==> src/rtl/mem_port_arbiter.sv <==
// rtl/mem_port_arbiter.sv - two-port round-robin arbiter onto a single memory port with timeout
module mem_port_arbiter #(
    parameter int TIMEOUT_CYC = 1024
) (
    input  logic        clk,
    input  logic        rst,
    input  logic        i_req_0,
    input  logic        i_we_0,
    input  logic [31:0] i_addr_0,
    input  logic [31:0] i_wdata_0,
    input  logic [3:0]  i_be_0,
    output logic        o_gnt_0,
    output logic        o_rvalid_0,
    output logic [31:0] o_rdata_0,
    output logic        o_err_0,
    input  logic        i_req_1,
    input  logic        i_we_1,
    input  logic [31:0] i_addr_1,
    input  logic [31:0] i_wdata_1,
    input  logic [3:0]  i_be_1,
    output logic        o_gnt_1,
    output logic        o_rvalid_1,
    output logic [31:0] o_rdata_1,
    output logic        o_err_1,
    input  logic        i_prog_mode,
    output logic        o_mem_access,
    output logic        o_mem_we,
    output logic [31:0] o_mem_addr,
    output logic [31:0] o_mem_wdata,
    output logic [3:0]  o_mem_be,
    input  logic [31:0] i_mem_rdata,
    input  logic        i_mem_valid
);

    typedef enum logic [1:0] {IDLE, BUSY, DONE} state_t;

    localparam logic [31:0] CNT_LAST = 32'(TIMEOUT_CYC - 1);

    state_t      r_state;
    state_t      w_next;
    logic        r_ptr;
    logic        r_owner;
    logic        r_we;
    logic        r_err;
    logic [31:0] r_addr;
    logic [31:0] r_wdata;
    logic [31:0] r_rdata;
    logic [31:0] r_cnt;
    logic [3:0]  r_be;
    logic        w_grant;
    logic        w_win;
    logic        w_done;

    always_ff @(posedge clk) begin
        if (!rst) begin
            r_state <= IDLE;
        end else begin
            r_state <= w_next;
        end
    end

    // Grant is gated by rst so nothing leaks out combinationally while reset is held.
    always_comb begin
        w_next  = r_state;
        w_grant = 1'b0;
        w_win   = 1'b0;
        case (r_state)
            IDLE: begin
                if (rst && !i_prog_mode && (i_req_0 || i_req_1)) begin
                    w_grant = 1'b1;
                    w_win   = (i_req_0 && i_req_1) ? r_ptr : i_req_1;
                    w_next  = BUSY;
                end
            end
            BUSY: begin
                if (i_mem_valid || (r_cnt == CNT_LAST)) begin
                    w_next = DONE;
                end
            end
            DONE:    w_next = IDLE;
            default: w_next = IDLE;
        endcase
    end

    always_ff @(posedge clk) begin
        if (!rst) begin
            r_ptr   <= 1'b0;
            r_owner <= 1'b0;
            r_we    <= 1'b0;
            r_err   <= 1'b0;
            r_addr  <= '0;
            r_wdata <= '0;
            r_rdata <= '0;
            r_cnt   <= '0;
            r_be    <= '0;
        end else begin
            case (r_state)
                IDLE: begin
                    if (w_grant) begin
                        r_owner <= w_win;
                        r_we    <= w_win ? i_we_1    : i_we_0;
                        r_addr  <= w_win ? i_addr_1  : i_addr_0;
                        r_wdata <= w_win ? i_wdata_1 : i_wdata_0;
                        r_be    <= w_win ? i_be_1    : i_be_0;
                        r_cnt   <= '0;
                    end
                end
                BUSY: begin
                    if (i_mem_valid) begin
                        r_rdata <= i_mem_rdata;
                        r_err   <= 1'b0;
                    end else if (r_cnt == CNT_LAST) begin
                        r_rdata <= '0;
                        r_err   <= 1'b1;
                    end else begin
                        r_cnt <= r_cnt + 32'd1;
                    end
                end
                DONE:    r_ptr <= ~r_ptr;
                default: ;
            endcase
        end
    end

    assign w_done       = (r_state == DONE);
    assign o_gnt_0      = w_grant & ~w_win;
    assign o_gnt_1      = w_grant & w_win;
    assign o_rvalid_0   = w_done & ~r_owner;
    assign o_rvalid_1   = w_done & r_owner;
    assign o_rdata_0    = o_rvalid_0 ? r_rdata : 32'd0;
    assign o_rdata_1    = o_rvalid_1 ? r_rdata : 32'd0;
    assign o_err_0      = o_rvalid_0 & r_err;
    assign o_err_1      = o_rvalid_1 & r_err;
    assign o_mem_access = (r_state == BUSY);
    assign o_mem_we     = o_mem_access & r_we;
    assign o_mem_addr   = r_addr;
    assign o_mem_wdata  = r_wdata;
    assign o_mem_be     = r_be;

endmodule

==> config.mk <==
export PLATFORM = sky130hd
export DESIGN_NAME = mem_port_arbiter
export DESIGN_NICKNAME = d
export VERILOG_FILES = /design/src/rtl/mem_port_arbiter.sv
export SDC_FILE = /design/constraint.sdc
export NUM_CORES = 1
export LEC_CHECK = 0
export CAP_MARGIN = 20
export CORE_MARGIN = 2
export CORE_UTILIZATION = 45
export DETAILED_ROUTE_END_ITERATION = 6
export GPL_TIMING_DRIVEN = 0
export PLACE_DENSITY_LB_ADDON = 0.12
export SYNTH_ARGS = -nofsm -noshare
export SYNTH_HDL_FRONTEND = slang
export SYNTH_SLANG_ARGS = --single-unit
==> constraint.sdc <==
create_clock -name clk -period 6.7 [get_ports clk]
set_clock_uncertainty 0.05 [all_clocks]
set_input_delay 1.34 -clock clk [delete_from_list [all_inputs] [get_ports clk]]
set_output_delay 1.34 -clock clk [all_outputs]
set_load 0.01 [all_outputs]
# Yosys cells after proc, flatten, opt, wreduce, memory -nomap -nowiden
# Cells that the tools add are included.
[word_totals] regBits=138
[classes] add_sub_neg=1 n_eq_ne=8 n_mux=22 bitwise_logic=10 reduce_logical=13
[op_table] op="32-bit two-way mux" n=9
[op_table] op="32-bit one-hot mux with 2 select lines" n=1
[op_table] op="32-bit by 1-bit adder with 32-bit output, second input constant" n=1
[op_table] op="32-bit by 10-bit equality test with 1-bit output, second input constant" n=1
[op_table] op="1-bit two-way mux" n=8
[op_table] op="2-bit inequality test, second input constant" n=4
[op_table] op="1-bit bitwise AND" n=7
[op_table] op="2-bit AND reduction" n=3
[op_table] op="2-bit two-way mux" n=2
[op_table] op="4-bit two-way mux" n=1
[op_table] op="2-bit one-hot mux with 2 select lines" n=1
[op_table] op="4-bit AND reduction" n=1
[op_table] op="2-bit nonzero test" n=2
[op_table] op="1-bit logical AND" n=3
[op_table] op="1-bit inverter" n=3
[op_table] op="2-bit by 1-bit equality test with 1-bit output, second input constant" n=1
[op_table] op="2-bit equality test, second input constant" n=1
[op_table] op="2-bit logical NOT" n=1
[op_table] op="1-bit logical OR" n=2
[op_table] op="2-bit by 1-bit inequality test with 1-bit output, second input constant" n=1
[op_table] op="1-bit logical NOT" n=1

# Depth between registers and ports, before layout
[logic_depth] depth_word=7 ltp_mapped=7

# Worst setup path after synthesis
# No wires, ideal clock.
[synth_path] path_kind="input to output" from="input port i_prog_mode" to="output port o_gnt_0" arrival_time_ps=2687 required_time_ps=5310 setup_slack_ps=2623 stages=6 path_cell_list="nor4b_2 -> and2_1 -> clkbuf_1 -> clkbuf_1 -> buf_1 -> and2_1"
[synth_via] elab_chain_cells=7
[synth_lines] element="start: declaration" line="25" rtl="input logic i_prog_mode,"
[synth_lines] element="1-bit logical NOT (*)" line="69" rtl="if (rst && !i_prog_mode && (i_req_0 || i_req_1)) begin"
[synth_lines] element="1-bit logical AND (*) (2 in series)" line="69"
[synth_lines] element="1-bit two-way mux" line="69"
[synth_lines] element="1-bit two-way mux" line="67" rtl="case (r_state)"
[synth_lines] element="1-bit inverter" line="126" rtl="assign o_gnt_0 = w_grant & ~w_win;"
[synth_lines] element="1-bit bitwise AND (*)" line="126"
[synth_lines] element="end: declaration" line="12" rtl="output logic o_gnt_0,"
# Every way passes the cells marked *; elsewhere a longest branch is shown, timed or not.

# Worst setup path after layout
[layout_path] from="input port rst" to="output port o_gnt_0"
[layout_via] elab_chain_cells=6
[layout_lines] element="start: declaration" line="6" rtl="input logic rst,"
[layout_lines] element="1-bit logical AND (*) (2 in series)" line="69"
[layout_lines] element="1-bit two-way mux" line="69"
[layout_lines] element="1-bit two-way mux" line="67"
[layout_lines] element="1-bit inverter" line="126"
[layout_lines] element="1-bit bitwise AND (*)" line="126"
# Marks and branches as above.

==> reports/results.ini <==
[run_status]
outcome = finished clean

[worst_setup_path]
worstPathArrival_ns = 4.28
endpoint_kind = primary output
r2r.worst_path.cells = 6
crit_fanout = 10
cp-startpoint = rst
r2r-start = r_cnt[0]$_SDFFE_PN0P_
crit_required_ns = 5.31
r2r_setup_slack_ns = 3.99
crit_type = input port to primary output
r2r_end = r_cnt[16]$_SDFFE_PN0P_
cp-start-kind = input port

[power]
clkPwrFrac_pct = 44.2
switching_power_mw = 0.5444
irDropWorstVdd_uv = 205.7
cellLeakagePower_nw = 4.092
intPower_mw = 1.660
p_comb_share_pct = 16.2
p_sw_share_pct = 24.70
power_density_nw_per_um2 = 204.7
p_seq_share_pct = 39.7

[cts]
ctsHoldBuffers = 0
path_clk_slew_ns = 0.06
cts_resized = 0
cts.path.max_buffers = 2
cts_tree = built
cts_sinks = 138
cts_buffers = 17
postCtsSetupBuffers = 0
cts-root-buf = clkbuf_16
clock_latency_ns = 0.43
htreeDepth = 4

[timing]
hold_viol = 0
max_slew.worst_pin.slew_ns = 0.9549
tns_ns = 0
fin_crit_sh_pct = 84.59
period_needed_ns = 5.667
slew_viol_final = 0
finalSetupViolCount = 0
rsz0062_at_grt = no
maxSlewHeadroom_pct = 35.75
fmax_mhz = 176.4

[min_path]
hp-start = r_rdata[2]$_SDFFE_PN0P_
hold_end = r_rdata[2]$_SDFFE_PN0P_
min_path_type = flop to flop
min_path_cells = 2

[grt]
use_met1_pct = 36.26
first_global_vias = 7291
grt_overflow = 0
grt_busiest_layer = met2
grt_use_total_pct = 30.38
antenna_found_initial = 0
grt_max_degree = 17
globalRouteMet3Util_pct = 5.947
use_met2_pct = 52.15
grt_pass1_wl_um = 38780

[run]
max-cap-violations = 0

[drt]
viasPerCell = 5.647
first_pass_iters = 6
dr.first_iter.drc_count = 539
ant_nets = 0
wl_per_cell_um = 18.67
vias = 7550
routed_wl_um = 24960
drc_errors = 0

[finish]
synthToLayoutAreaGrowth_pct = 59.04
nets = 1317
finish.utilization_pct = 73.79
antenna_cells = 0
design_area_um2 = 10770
final_layout_size_suffix_gt1_share_pct = 4.857

[placed_design]
dpl.hpwl_um = 18960
detailed_place.area_um2 = 10150
io_buffers = 315
place.gp.congestion = 0.9244

[logic_synthesis]
yosysWarnings = 0
ys.flop_type = dfxtp_1
synth_edf_count = 0
synth.avg_cell_area_um2 = 8.398
async_flop_share_pct = 0
syn_inst = 806
synth_area_um2 = 6769
syn_nets = 983
yosysUniqueCellTypes = 50
synth.yosys.seq_area_share_pct = 40.81
synth_seq_cells = 138

[die]
io_pins = 316
start_util_pct = 46.40
rows = 44
die_h_um = 126.6
coreArea_um2 = 14590
dieWidth_um = 126.6
dieArea_um2 = 16040

-- flip-flops by register name (all words and copies together) (netlist names) --
name	count
r_ptr	1
r_state	2
r_cnt	32
r_rdata	32
o_mem_wdata	32
o_mem_be	4
r_owner	1
o_mem_addr	32
r_err	1
r_we	1
-- power by group through the flow --
stage               Sequential (mW)  Clock, mW  Combinational, mW
detailed placement            0.891          0              0.352
CTS                           0.874      0.972              0.355
global placement              0.889          0              0.350
floorplan                     0.902          0              0.127
finish                        0.874      0.974              0.356
global route                  0.877       1.01              0.379
-- Yosys cell counts, types with 2 or more instances --
cell type	n	area share, %
and3_1	40	3.7
a31oi_1	16	1.5
dfxtp_1	138	41
clkbuf_1	60	3.3
nand2_1	64	3.5
o21ai_0	49	3.6
nor4b_2	2	0.44
o221a_2	2	0.33
a41oi_1	4	0.52
o21a_1	4	0.44
or2_2	2	0.18
buf_6	2	0.33
and2_1	40	3.7
nor2_1	82	4.5
nand3_1	10	0.74
a211oi_1	77	8.5
a311oi_1	4	0.52
nor3_1	14	1.0
o32ai_1	2	0.26
or3_1	6	0.55
or4_1	6	0.67
buf_1	3	0.17
o41ai_1	4	0.52
inv_1	6	0.33
o22ai_1	3	0.28
nor2b_1	2	0.18
and4_1	4	0.52
mux2i_1	69	10
a21oi_1	45	3.3
buf_2	6	0.44
nand4_1	13	1.2
nor4_1	8	0.74
nand2b_1	2	0.18
-- worst max-delay path, stage by stage --
cell and delay, ns:
clkdlybuf4s50_1 0.61, nor4b_2 0.35, and2_1 0.19, clkbuf_1 0.22, clkbuf_1 0.37, buf_1 0.42, and2_1 0.19, clkdlybuf4s50_1 0.58
-- worst max-delay path by stage --
stage,end,slack [ns],cells past startpoint
3_5_place_dp,o_gnt_0,1.06,8
6_report,o_gnt_0,1.03,8
3_3_place_gp,o_gnt_0,1.05,8
5_1_grt,o_gnt_0,0.82,8
2_1_floorplan,o_gnt_0,2.62,6
4_1_cts,o_gnt_0,1.04,8
-- metal layers --
| metal | vias up | wire, um | part of all wire [%] |
|---|---|---|---|
| li1 | 3616 | - | - |
| met5 | - | 0 | 0 |
| met3 | 71 | 1776 | 7.1 |
| met1 | 3486 | 9817 | 39 |
| met2 | 377 | 12290 | 49 |
| met4 | 0 | 1073 | 4.3 |
-- cells by family (layout without fill, tap and decap cells) --
| group | count (synthesis) | after routing | synth area share, % |
|---|---|---|---|
| fa+ha+maj | 1 | 1 | 0.1848 |
| flops | 138 | 138 | 40.81 |
| mux | 69 | 69 | 10.20 |
| xor+xnor | 1 | 1 | 0.1294 |
| buf+inv | 80 | 427 | 4.843 |
| compound gates | 215 | 215 | 20.78 |
| simple gates | 302 | 302 | 23.05 |
-- through the flow --
stage	setup slack (ns)	instances	hold slack [ns]	total power, mW
2_1_floorplan	2.623	806	0.4077	1.029
3_3_place_gp	1.052	1305	0.4166	1.239
3_5_place_dp	1.059	1305	0.4264	1.243
4_1_cts	1.035	1337	0.4340	2.201
5_1_grt	0.8237	1337	0.4545	2.266
6_report	1.033	1337	0.4346	2.204
-- cell usage in the layout (no fill, tap or decap), types with 5 or more instances in the layout --
master	n
a211oi_1	77
a21oi_1	45
a31oi_1	16
and2_1	40
and3_1	40
buf_2	6
clkbuf_1	60
clkbuf_16	17
clkdlybuf4s50_1	315
clkinv_2	5
dfxtp_1	138
inv_1	6
mux2i_1	69
nand2_1	64
nand3_1	10
nand4_1	13
nor2_1	82
nor3_1	14
nor4_1	8
o21ai_0	49
or3_1	6
or4_1	6
-- cell type report --
cell class                 count  area [um2]
timing repair buffer         315        3153
clock buffer                  20       466.7
tap                          184       230.2
sequential                   138        2763
multi-input combinational    588        3679
fill                        1142        3824
buffer                        73       301.5
inverter                       7       26.28
clock inverter                12       146.4
Power figures use the tool's default switching activity.
==> RTL change, RTL diff (same flow settings) <==
Register the outputs `o_err_0` and `o_err_1`, cleared by the reset; this adds one clock of latency there. The other outputs are not delayed to match.
--- a/src/rtl/mem_port_arbiter.sv
+++ b/src/rtl/mem_port_arbiter.sv
@@ -129,8 +129,15 @@
     assign o_rvalid_1   = w_done & r_owner;
     assign o_rdata_0    = o_rvalid_0 ? r_rdata : 32'd0;
     assign o_rdata_1    = o_rvalid_1 ? r_rdata : 32'd0;
-    assign o_err_0      = o_rvalid_0 & r_err;
-    assign o_err_1      = o_rvalid_1 & r_err;
+    always_ff @(posedge clk) begin
+        if (!rst) begin
+            o_err_0 <= '0;
+            o_err_1 <= '0;
+        end else begin
+            o_err_0 <= o_rvalid_0 & r_err;
+            o_err_1 <= o_rvalid_1 & r_err;
+        end
+    end
     assign o_mem_access = (r_state == BUSY);
     assign o_mem_we     = o_mem_access & r_we;
     assign o_mem_addr   = r_addr;
Check against the original RTL: same outputs for any inputs over 4 cycles, from zero or initial values and one cycle with rst low; that may be too few to reach the edited logic, so the function may still have changed.
==> RTL change against the original RTL <==
Sequential cell count increased by 2. Power increased by 1.8%. Utilization decreased by 1.6 points. Cell count decreased by 5.9%. Sequential power increased by 2%. Synthesized cell count decreased by 10%. Global-route usage decreased by 1.4 points. Cell area increased by 0.85%. Combinational power decreased by 5.9%. Area after synthesis increased by 0.98%. Routed wire length decreased by 4.5%. Setup slack improved by 0.19 ns. Count of clock-buffer cells in the layout increased by 1.
==> RTL change: results <==
metrics = {
    "place": {
        "place_ws_ns": 1.24,
        "gp_congestion": 0.858,
        "dpl_cell_area_um2": 10200,
        "hpwl_mm": 17.9,
    },
    "finish": {
        "drive_above_1_share": 0.0682,
        "n_antenna_cell": 0,
        "nNetsFinal": 1235,
    },
    "synthesis": {
        "synth_area_leaders": "dfxtp_1 41%, mux2i_1 11%, o211a_1 10%",
        "ys_seq_area_frac": 0.410,
        "synth_nets": 901,
        "synth_common_cells": "140 x dfxtp_1, 86 x nand2_1, 76 x and2_1",
        "syn_avg_cell_area_um2": 9.44,
        "yosys_warnings": 0,
        "ys_types": 56,
    },
    "detailed_routing": {
        "wire_per_inst_um": 18.9,
        "viasPerCell": 5.52,
        "drt_iter0_markers": 427,
        "first_pass_iters": 4,
        "vias": 6942,
    },
    "clocking": {
        "path_clk_slew_ns": 0.06,
        "clk_latency_ns": 0.42,
    },
    "global_route": {
        "grt_pass1_wl_mm": 36.6,
        "grt_use_total": 0.290,
        "grt_pass1_vias": 6709,
    },
    "power_and_ir_drop": {
        "p_switching_w": 0.000527,
        "vdd_drop_max_mv": 0.204,
        "leakagePower_nw": 5.07,
    },
    "setup_path": {
        "crit_family": "buffers and inverters",
        "critPathMaxStageDelay_ns": 0.58,
        "cp.arrival_ns": 4.09,
    },
    "min_path": {
        "hold_path_startpoint": "r_cnt[1]",
    },
    "status": {
        "outcome": "finished, final reports clean",
    },
    "sta": {
        "worstMarginPinSlew_ns": 0.667,
    },
}
==> RTL change: cell count changes after synthesis, sizes merged, moves of 17 or more <==
cell and delta:
o31ai +23, o211a +70, o21ai -32, a21oi -37, a22o +32, and3 -32, nand2 +22, nor2 -69
buf +17, and2 +35, clkbuf -24, a211oi -76
==> RTL change: per-layer routing <==
layer	vias up	global-route usage	share of wire
met5	-	0	0
met4	0	0.101	0.032
met3	45	0.0955	0.072
met2	289	0.490	0.49
met1	3277	0.346	0.41
li1	3331	-	-
==> RTL change: kinds of logic (layout without fill, tap and decap cells) <==
group | Yosys count | in the layout | share of synthesized area
flip-flops | 140 | 140 | 0.410
multiplexers | 72 | 72 | 0.105
XOR/XNOR | 1 | 1 | 0.00128
buffers and inverters | 72 | 418 | 0.0476
AND/OR/NAND/NOR | 250 | 250 | 0.204
AO/OA/AOI/OAI | 188 | 188 | 0.230
adder cells (fa/ha/maj) | 1 | 1 | 0.00183
==> RTL change: power by group through the flow <==
| stage | clock (W) | sequential, W | combinational [W] |
|---|---|---|---|
| after floorplan | 0 | 0.000915 | 0.000119 |
| after CTS | 0.00103 | 0.000888 | 0.000336 |
| after detailed placement | 0 | 0.000905 | 0.000333 |
| after global routing | 0.00106 | 0.000891 | 0.000357 |
| final | 0.00102 | 0.000888 | 0.000335 |
| after global placement | 0 | 0.000903 | 0.000331 |
==> RTL change: worst paths after layout <==
path	slack, ns	endpoint	cells after the start
min reg2reg	0.43	r_cnt[1]	2
max	1.22	o_gnt_0	8
min	0.43	r_cnt[1]	2
max reg2reg	4.21	r_rdata[27]	8
==> RTL change: area by class of cell <==
class,instances,area (um^2)
inverters,6,22.5
clock inverters,10,163
plain buffers,66,303
well taps,188,235
multi-input cells,512,3710
fillers,1186,4180
repair buffers,315,3150
flip-flops and latches,140,2800
clock buffers,21,470
